==> src/rtl/muldiv_pkg.sv <==
// muldiv_pkg: operation and FSM state encodings shared by the multiply/divide unit.
package muldiv_pkg;

  typedef enum logic [1:0] {
    OP_MUL  = 2'b00,
    OP_MULH = 2'b01,
    OP_DIV  = 2'b10,
    OP_REM  = 2'b11
  } op_e;

  typedef enum logic [1:0] {
    ST_IDLE = 2'd0,
    ST_CALC = 2'd1,
    ST_FIN  = 2'd2
  } state_e;

endpackage

==> src/rtl/muldiv_unit_if.sv <==
// muldiv_unit_if: issue/result signals between the EX stage and the multiply/divide unit.
interface muldiv_unit_if #(
  parameter int unsigned WIDTH = 32
);
  logic             start;
  logic [1:0]       op;
  logic [WIDTH-1:0] src_a;
  logic [WIDTH-1:0] src_b;
  logic             flush;
  logic             busy;
  logic             stall;
  logic             done;
  logic [WIDTH-1:0] result;

  modport master (
    output start, op, src_a, src_b, flush,
    input  busy, stall, done, result
  );

  modport slave (
    input  start, op, src_a, src_b, flush,
    output busy, stall, done, result
  );
endinterface

==> src/rtl/muldiv_unit_div_step.sv <==
// div_step: one combinational restoring-division iteration on unsigned magnitudes.
module div_step #(
  parameter int unsigned WIDTH = 32
) (
  input  logic [WIDTH-1:0] rem,
  input  logic             dbit,
  input  logic [WIDTH-1:0] divisor,
  output logic [WIDTH-1:0] rem_next,
  output logic             qbit
);
  logic [WIDTH:0] trial;
  logic [WIDTH:0] diff;

  // rem < divisor <= 2^(WIDTH-1) always holds, so trial < 2^WIDTH and diff's MSB is a pure borrow.
  always_comb begin
    trial    = {rem, dbit};
    diff     = trial - {1'b0, divisor};
    qbit     = ~diff[WIDTH];
    rem_next = qbit ? diff[WIDTH-1:0] : trial[WIDTH-1:0];
  end
endmodule

==> src/rtl/muldiv_unit.sv <==
// muldiv_unit: iterative signed multiply/divide unit (radix-2 shift-add / restoring divide).
// Define MULDIV_FAST_MUL_EN to compute MUL/MULH with a single-cycle combinational multiplier.
module muldiv_unit
  import muldiv_pkg::*;
#(
  parameter int unsigned WIDTH = 32
) (
  input logic          clk,
  input logic          rst_n,
  muldiv_unit_if.slave bus
);
  localparam int unsigned       CW       = $clog2(WIDTH);
  localparam logic [CW-1:0]     CNT_LAST = CW'(WIDTH - 1);
  localparam logic [WIDTH-1:0]  SMIN     = {1'b1, {(WIDTH-1){1'b0}}};

  state_e             state;
  op_e                op_q;
  logic               neg_q;
  logic               busy_q;
  logic               done_q;
  logic [CW-1:0]      cnt;
  logic [WIDTH-1:0]   mag_d;
  logic [WIDTH-1:0]   result_q;
  logic [2*WIDTH-1:0] acc;

  op_e                op_in;
  logic               is_div_in;
  logic               a_neg;
  logic               b_neg;
  logic               special;
  logic               fast_hit;
  logic [WIDTH-1:0]   mag_a;
  logic [WIDTH-1:0]   mag_b;
  logic [WIDTH-1:0]   special_val;
  logic [WIDTH-1:0]   fast_val;

  logic [WIDTH-1:0]   d_rem;
  logic               d_q;
  logic [WIDTH:0]     mul_sum;
  logic [2*WIDTH-1:0] step_acc;
  logic [2*WIDTH-1:0] prod;
  logic [WIDTH-1:0]   fix_val;

  always_comb begin
    op_in       = op_e'(bus.op);
    is_div_in   = (op_in == OP_DIV) || (op_in == OP_REM);
    a_neg       = bus.src_a[WIDTH-1];
    b_neg       = bus.src_b[WIDTH-1];
    mag_a       = a_neg ? -bus.src_a : bus.src_a;
    mag_b       = b_neg ? -bus.src_b : bus.src_b;
    special     = 1'b0;
    special_val = '0;
    if (is_div_in) begin
      if (bus.src_b == '0) begin
        special     = 1'b1;
        special_val = (op_in == OP_DIV) ? '1 : bus.src_a;
      end else if (bus.src_a == SMIN && bus.src_b == '1) begin
        special     = 1'b1;
        special_val = (op_in == OP_DIV) ? bus.src_a : '0;
      end
    end
  end

`ifdef MULDIV_FAST_MUL_EN
  logic signed [2*WIDTH-1:0] fast_ax;
  logic signed [2*WIDTH-1:0] fast_bx;
  logic signed [2*WIDTH-1:0] fast_prod;

  always_comb begin
    fast_ax   = {{WIDTH{bus.src_a[WIDTH-1]}}, bus.src_a};
    fast_bx   = {{WIDTH{bus.src_b[WIDTH-1]}}, bus.src_b};
    fast_prod = fast_ax * fast_bx;
    fast_hit  = !is_div_in;
    fast_val  = (op_in == OP_MULH) ? fast_prod[2*WIDTH-1:WIDTH] : fast_prod[WIDTH-1:0];
  end
`else
  assign fast_hit = 1'b0;
  assign fast_val = '0;
`endif

  div_step #(.WIDTH(WIDTH)) u_div_step (
    .rem      (acc[2*WIDTH-1:WIDTH]),
    .dbit     (acc[WIDTH-1]),
    .divisor  (mag_d),
    .rem_next (d_rem),
    .qbit     (d_q)
  );

  // acc = {high, low}: multiply shifts right adding into high; divide shifts quotient bits into low.
  always_comb begin
    mul_sum  = {1'b0, acc[2*WIDTH-1:WIDTH]} + (acc[0] ? {1'b0, mag_d} : '0);
    step_acc = (op_q == OP_DIV || op_q == OP_REM) ?
               {d_rem, acc[WIDTH-2:0], d_q} : {mul_sum, acc[WIDTH-1:1]};
    prod     = neg_q ? -step_acc : step_acc;
    fix_val  = '0;
    case (op_q)
      OP_MUL:  fix_val = prod[WIDTH-1:0];
      OP_MULH: fix_val = prod[2*WIDTH-1:WIDTH];
      OP_DIV:  fix_val = neg_q ? -step_acc[WIDTH-1:0] : step_acc[WIDTH-1:0];
      OP_REM:  fix_val = neg_q ? -step_acc[2*WIDTH-1:WIDTH] : step_acc[2*WIDTH-1:WIDTH];
      default: fix_val = '0;
    endcase
  end

  always_ff @(posedge clk) begin
    if (!rst_n) begin
      state    <= ST_IDLE;
      op_q     <= OP_MUL;
      neg_q    <= 1'b0;
      busy_q   <= 1'b0;
      done_q   <= 1'b0;
      cnt      <= '0;
      mag_d    <= '0;
      acc      <= '0;
      result_q <= '0;
    end else begin
      done_q <= 1'b0;
      case (state)
        ST_IDLE: begin
          if (bus.start && !bus.flush) begin
            op_q  <= op_in;
            neg_q <= (op_in == OP_REM) ? a_neg : (a_neg ^ b_neg);
            mag_d <= is_div_in ? mag_b : mag_a;
            acc   <= {{WIDTH{1'b0}}, (is_div_in ? mag_a : mag_b)};
            cnt   <= '0;
            if (special || fast_hit) begin
              result_q <= special ? special_val : fast_val;
              done_q   <= 1'b1;
              state    <= ST_FIN;
            end else begin
              busy_q <= 1'b1;
              state  <= ST_CALC;
            end
          end
        end
        ST_CALC: begin
          if (bus.flush) begin
            busy_q <= 1'b0;
            state  <= ST_IDLE;
          end else begin
            acc <= step_acc;
            cnt <= cnt + 1'b1;
            if (cnt == CNT_LAST) begin
              result_q <= fix_val;
              busy_q   <= 1'b0;
              done_q   <= 1'b1;
              state    <= ST_FIN;
            end
          end
        end
        ST_FIN:  state <= ST_IDLE;
        default: begin
          busy_q <= 1'b0;
          state  <= ST_IDLE;
        end
      endcase
    end
  end

  assign bus.busy   = busy_q;
  assign bus.done   = done_q;
  assign bus.result = result_q;
  assign bus.stall  = busy_q | (bus.start & (state == ST_IDLE));

endmodule
==> src/flat_wrapper.sv <==
// flat-port wrapper written by rule: the top's interface ports become plain ports
module muldiv_unit_flat import muldiv_pkg::*;
#(
  parameter int unsigned WIDTH = 32
)
  (clk, rst_n, bus_start, bus_op, bus_src_a, bus_src_b, bus_flush, bus_busy, bus_stall, bus_done, bus_result);
  muldiv_unit_if #(.WIDTH(WIDTH)) bus_i ();
  input logic clk;
  input logic rst_n;
  input wire logic [$bits(bus_i.start)-1:0] bus_start;
  input wire logic [$bits(bus_i.op)-1:0] bus_op;
  input wire logic [$bits(bus_i.src_a)-1:0] bus_src_a;
  input wire logic [$bits(bus_i.src_b)-1:0] bus_src_b;
  input wire logic [$bits(bus_i.flush)-1:0] bus_flush;
  output wire logic [$bits(bus_i.busy)-1:0] bus_busy;
  output wire logic [$bits(bus_i.stall)-1:0] bus_stall;
  output wire logic [$bits(bus_i.done)-1:0] bus_done;
  output wire logic [$bits(bus_i.result)-1:0] bus_result;
  assign bus_i.start = bus_start;
  assign bus_i.op = bus_op;
  assign bus_i.src_a = bus_src_a;
  assign bus_i.src_b = bus_src_b;
  assign bus_i.flush = bus_flush;
  assign bus_busy = bus_i.busy;
  assign bus_stall = bus_i.stall;
  assign bus_done = bus_i.done;
  assign bus_result = bus_i.result;
  muldiv_unit #(.WIDTH(WIDTH)) u_core (.clk(clk), .rst_n(rst_n), .bus(bus_i));
endmodule
==> config.mk <==
export PLATFORM = sky130hd
export DESIGN_NAME = muldiv_unit_flat
export DESIGN_NICKNAME = d
export VERILOG_FILES = /design/src/rtl/muldiv_pkg.sv /design/src/rtl/muldiv_unit_if.sv /design/src/rtl/muldiv_unit_div_step.sv /design/src/rtl/muldiv_unit.sv /design/src/flat_wrapper.sv
export SDC_FILE = /design/constraint.sdc
export NUM_CORES = 1
export LEC_CHECK = 0
export ABC_AREA = 1
export CELL_PAD_IN_SITES_DETAIL_PLACEMENT = 1
export CELL_PAD_IN_SITES_GLOBAL_PLACEMENT = 2
export CORE_MARGIN = 8
export CORE_UTILIZATION = 32
export DETAILED_ROUTE_END_ITERATION = 6
export GPL_TIMING_DRIVEN = 0
export PLACE_DENSITY_LB_ADDON = 0.08
export SLEW_MARGIN = 5
export SYNTH_ARGS = -nofsm -noshare
export SYNTH_HDL_FRONTEND = slang
export SYNTH_SLANG_ARGS = --single-unit
==> constraint.sdc <==
create_clock -name clk -period 4.5 [get_ports clk]
set_input_delay 0.675 -clock clk [delete_from_list [all_inputs] [get_ports clk]]
set_output_delay 0.675 -clock clk [all_outputs]
set_load 0.005 [all_outputs]
### Yosys cells after proc, flatten, opt, wreduce, memory -nomap -nowiden

Cells that the tools add are included.

| storage, ports and cells | value |
|---|---|
| register bits after elaboration | 140 |
| input bits | 70 |

| operators by class | value |
|---|---|
| $add $sub $neg | 8 |
| eq/ne operators | 16 |
| muxes and demuxes | 46 |
| bitwise logic cells | 5 |
| reductions and logical operators | 14 |

Operators by type and width:

| cell | count |
|---|---|
| $mux W32 | 17 |
| $mux W64 | 4 |
| $neg A32 Y32 | 4 |
| $pmux W32 S4 | 1 |
| $pmux W64 S2 | 1 |
| $eq A32 B32 Y1 const B | 2 |
| $neg A64 Y64 | 1 |
| $pmux W32 S2 | 1 |
| $add A32 B33 Y33 | 1 |
| $sub A33 B32 Y33 | 1 |
| $logic_not A32 Y1 | 1 |
| $mux W1 | 12 |
| $eq A2 B2 Y1 const B | 5 |
| $mux W5 | 2 |
| $pmux W5 S2 | 1 |
| $mux W2 | 4 |
| $ne A2 B1 Y1 const B | 3 |
| $add A5 B1 Y5 const B | 1 |
| $eq A5 B5 Y1 const B | 1 |
| $reduce_and A5 Y1 | 1 |
| $eq A2 B1 Y1 const B | 2 |
| $logic_not A2 Y1 | 2 |
| $ne A2 B2 Y1 const B | 2 |
| $pmux W2 S2 | 1 |
| other kinds (14) | 18 |

### Depth between registers and ports, before layout

| depth | value |
|---|---|
| depth after elaboration | 9 |
| mapped depth | 35 |
| depth with buffers taken out | 35 |

### By module

Synthesis repeated with hierarchy kept, for this count alone.

| second synthesis, totals | value |
|---|---|
| cells, all modules | 3435 |
| area total of the unflattened synthesis | 18245.0 um^2 |

By module, submodules not included:

| module | times used | cells an instance | area an instance (um^2) |
|---|---|---|---|
| muldiv_unit | 1 | 2755 | 15094.5 |
| div_step | 1 | 680 | 3150.5 |

### Worst setup path before layout

No wires, ideal clock.

| timing path | value |
|---|---|
| path kind | reg-to-reg |
| from | register u_core.acc[31] |
| to | register u_core.result_q[4] (netlist: u_core.bus.result[4]) |
| setup time | 70 ps |
| data arrival time | 3818 ps |
| required time | 4430 ps |
| setup slack | 612 ps |
| stages on the path, launching flop included | 33 |
| cells stage by stage | dfxtp_1 inv_1 ha_1 inv_1 fa_1 nand2_1 nand2_1 nand3b_1 nand2_2 nand2_2 nand2_4 nand2_4 nand3_2 nand3_2 nand2_1 inv_1 ha_1 nand2_1 nor3_2 nand2_1 nor3_2 nand2_1 nor2_2 nand2_1 nor3_2 nand2_1 nand2_2 inv_1 nor2_2 xor2_1 o211ai_1 nand3_1 a21oi_1 |

| on the way | value |
|---|---|
| longest elaborated chain between the ends | 9 |

RTL lines:

| what | line | source |
|---|---|---|
| from (decl) | muldiv_unit.sv:24 | `logic [2*WIDTH-1:0] acc;` |
| from (signal assigned) | muldiv_unit.sv:124 | `acc <= {{WIDTH{1'b0}}, (is_div_in ? mag_a : mag_b)};` |
| from (signal assigned) | muldiv_unit.sv:141 | `acc <= step_acc;` |
| $sub A33 B32 Y33 | muldiv_unit_div_step.sv:17 | `diff = trial - {1'b0, divisor};` |
| $mux W32 / $not A1 Y1 (equally long branches) | muldiv_unit_div_step.sv:19, muldiv_unit_div_step.sv:18 |  |
| $mux W64 * | muldiv_unit.sv:92 | `step_acc = (op_q == OP_DIV \|\| op_q == OP_REM) ?` |
| $neg A64 Y64, or another cell as far along | muldiv_unit.sv:94 | `prod = neg_q ? -step_acc : step_acc;` |
| $mux W64, or another cell as far along | muldiv_unit.sv:94 |  |
| $pmux W32 S4 * | muldiv_unit.sv:96 | `case (op_q)` |
| $mux W32 * | muldiv_unit.sv:143 | `if (cnt == CNT_LAST) begin` |
| $mux W32 * | muldiv_unit.sv:137 | `if (bus.flush) begin` |
| $pmux W32 S2 * | muldiv_unit.sv:118 | `case (state)` |
| to (signal assigned) | muldiv_unit.sv:127 | `result_q <= special ? special_val : fast_val;` |
| to (signal assigned) | muldiv_unit.sv:144 | `result_q <= fix_val;` |
| to (decl) | muldiv_unit.sv:23 | `logic [WIDTH-1:0] result_q;` |

Mark *: on every way between the ends. The rest lies on a longest branch, timed or not. The select of a mux whose other input is x is not followed.
A chain may end at the register's enable or synchronous reset.

### Final worst setup path

| timing path | value |
|---|---|
| from | register u_core.mag_d[25] |
| to | register u_core.result_q[24] (netlist: u_core.bus.result[24]) |

| on the way | value |
|---|---|
| longest elaborated chain between the ends | 9 |

RTL lines:

| what | line | source |
|---|---|---|
| from (decl) | muldiv_unit.sv:22 | `logic [WIDTH-1:0] mag_d;` |
| from (signal assigned) | muldiv_unit.sv:123 | `mag_d <= is_div_in ? mag_b : mag_a;` |
| $sub A33 B32 Y33 / $mux W32 (equally long branches) | muldiv_unit_div_step.sv:17, muldiv_unit.sv:91 |  |
| $mux W32, or another cell as far along | muldiv_unit_div_step.sv:19 | `rem_next = qbit ? diff[WIDTH-1:0] : trial[WIDTH-1:0];` |
| $mux W64 * | muldiv_unit.sv:92 |  |
| $neg A64 Y64, or another cell as far along | muldiv_unit.sv:94 |  |
| $mux W64, or another cell as far along | muldiv_unit.sv:94 |  |
| $pmux W32 S4 * | muldiv_unit.sv:96 |  |
| $mux W32 * | muldiv_unit.sv:143 |  |
| $mux W32 * | muldiv_unit.sv:137 |  |
| $pmux W32 S2 * | muldiv_unit.sv:118 |  |

Marks and branches as above.

==> results.md <==
- Startpoint types: flop
- Root Buffer Master: clkbuf_16
- Critical Path AT: 4.80 ns
- Post-Syn Area: 0.0170 mm2
- Clock skew: 0.0255 ns
- GR Overflow Total: 0
- Cell taking the most area after synthesis: nand2_1
- Synth Warn #: 0
- Sum Neg Setup Slack: 0 ns
- DRT iter0 DRCs: 1,825
- Clock Latency Late Sink: 0.50 ns
- Grt met2 use: 0.533
- Most used DFF post-synth: dfxtp_1
- Port Buffers: 101
- # diodes: 0
- Setup violations, final: 0
- RSZ-0062 raised after global routing: true
- Cells after synthesis: 3,089
- Syn_nets: 3,231
- Sequential group share of total power: 0.265
- GRT Max-Usage Layer: met2
- Combinational share of power: 0.452
- First-pass GRT wire length: 144,000 um
- Overall Power: 5180 uW
- Max Freq: 0.226 GHz
- Outcome: finished clean
- Ports: 105
- Syn Area/Cell: 5.50 um2
- Worst-path maximum fanout: 10
- Max Buffers Root-to-Sink: 2
- Clock power frac: 0.283
- Met1 Use GR: 0.404
- Number of antenna violations at the first check in global routing: 2
- Maximum vdd drop: 0.291 mV
- Fin nets: 3,379
- Worst Setup End Kind: flop
- Fin area: 0.0205 mm2
- CTS tree: yes
- Placed wire-length estimate: 83,400 um
- DIE AREA: 0.0607 mm2
- Htree depth: 4
- P&R area growth vs syn: 20.5%
- DRC Markers: 0
- Die W: 246 um
- EDFF count, synth: 0
- Power Density: 253 mW/mm2
- First-pass DRT Iterations: 6
- Total leakage power: 0.0101 uW
- Share of the synthesized area in the top cell type: 0.203
- Initial Utilization: 0.323
- Vias in the first global route: 22,071
- Top-count cell post-synth: nand2_1
- Hold/Removal Path Class: flop to flop
- CP peak stage delay: 0.37 ns
- Detail Route Antenna Nets: 0
- Drt total wl: 99,200 um
- Sw frac: 0.476
- Fin worst setup slack: 0.0731 ns
- Fraction of layout cells with a size suffix above 1: 0.102
- Drt via density: 5.50
- Slew @ Worst Pin: 1.14 ns
- Clock transition at path regs: 0.08 ns
- Final RePlAce weighted congestion: 1.02
- Setup CP Type: flop to flop
- Synth cell types: 55
- Top post-synthesis cells by count: nand2_1, inv_1, nor2_1
- Most used cell, CP: nand2_1
- Max Cap Viol: 0
- Pint: 2710 uW
- Sw power: 2460 uW
- Pin count of the biggest net entering global routing: 17
- Post-synth ARST share: 0
- Final core utilization: 0.389
- Area after DPL: 0.0189 mm2
- # rows: 84
- Core region area: 0.0526 mm2
- Final Hold Violating Endpoints: 0
- Placement Setup Slack: -1.11 ns
- DR WL/cell: 25.2 um
- Tcrit/Tclk final: 0.984
- Met3 usage: 0.0498
- Crit path time final: 4.43 ns
- Crit-path slowest cell: dfxtp_4
- Global-route usage over all layers: 0.322
- Total number of vias: 21,666
- Register bit total from synthesis: 140
- Slew headroom: 0.235
- Critical Path RT: 4.88 ns
- Clock Sinks: 140
- Post-synthesis sequential area ratio: 0.165
- Die H: 246 um
- CTS buffer count: 17
- Synth area leaders: nand2_1, dfxtp_1, inv_1
- Fin. max-slew vios: 0
## power by group through the flow
stage	Sequential, uW	Clock [uW]	Combinational [uW]
after CTS	1370	1490	2240
final	1370	1460	2340
after global routing	1370	1530	2510
after global placement	1390	0	2100
after detailed placement	1390	0	2130
after floorplan	1360	0	1280
## kinds of logic after synthesis
group           Yosys count  synth area share
flops                   140             0.165
fa+ha+maj                72            0.0539
xor+xnor                 87            0.0449
simple gates           1588             0.395
compound gates          579             0.197
buf+inv                 623             0.144
## critical path: cells and delay by family (launching register included)
kind | cells | cell delay, ns
AO/OA/AOI/OAI | 4 | 0.73
adder cells (fa/ha/maj) | 1 | 0.24
buffers and inverters | 7 | 0.82
flip-flops | 1 | 0.37
AND/OR/NAND/NOR | 16 | 2.16
## routing by layer
layer	up-vias	routed length, um	part of all wire
li1	10244	-	-
met5	-	13	0.00013
met3	192	5850	0.059
met4	2	4990	0.050
met1	10515	42500	0.43
met2	713	45800	0.46
## worst paths after layout
path                    startpoint               endpoint  slack (ns)  depth (start not counted)
setup reg to reg  u_core.mag_d[25]  u_core.bus.result[24]        0.07                         28
setup / recovery  u_core.mag_d[25]  u_core.bus.result[24]        0.07                         28
hold reg to reg      u_core.cnt[2]          u_core.cnt[2]        0.48                          1
hold / removal       u_core.cnt[2]          u_core.cnt[2]        0.48                          1
## metrics by stage
step           std cells  hold WS (ns)
6_report            3938         0.484
3_3_place_gp        3878         0.455
4_1_cts             3932         0.487
5_1_grt             3938         0.507
3_5_place_dp        3878         0.477
2_1_floorplan       3089         0.435
## placed cells by master (no fill, tap or decap), types with 43 or more instances in the layout
cell type / synthesis / final
a21oi_1: 218 / 212
clkbuf_1: 77 / 73
clkdlybuf4s50_1: 0 / 101
dfxtp_1: 140 / 101
inv_1: 483 / 469
nand2_1: 918 / 896
nand3_1: 244 / 230
nor2_1: 267 / 254
nor3_1: 44 / 43
o21ai_0: 196 / 191
xor2_1: 78 / 78
## flip-flops by register name, indices dropped and copies added, names as in the netlist
name / count
u_core.acc: 64
u_core.bus.result: 32
u_core.mag_d: 32
u_core.cnt: 5
u_core.op_q: 2
u_core.state: 2
u_core.bus.busy: 1
u_core.bus.done: 1
u_core.neg_q: 1
## final cells by class
class                      count  area, um2
sequential                   140       2890
fill                        7282      32100
multi-input combinational   2326      12400
clock inverter                15        151
clock buffer                  17        425
inverter                     511       1920
timing repair buffer         130       1240
buffer                       111        527
tap                          688        861
## repair_timing
item,in CTS,in global routing
setup endpoints to repair,30,30
setup buffers,23,6
pin swaps,28,23
resized for setup,146,60
cloned,0,0
hold buffers,0,0
Power figures use the tool's default switching activity.
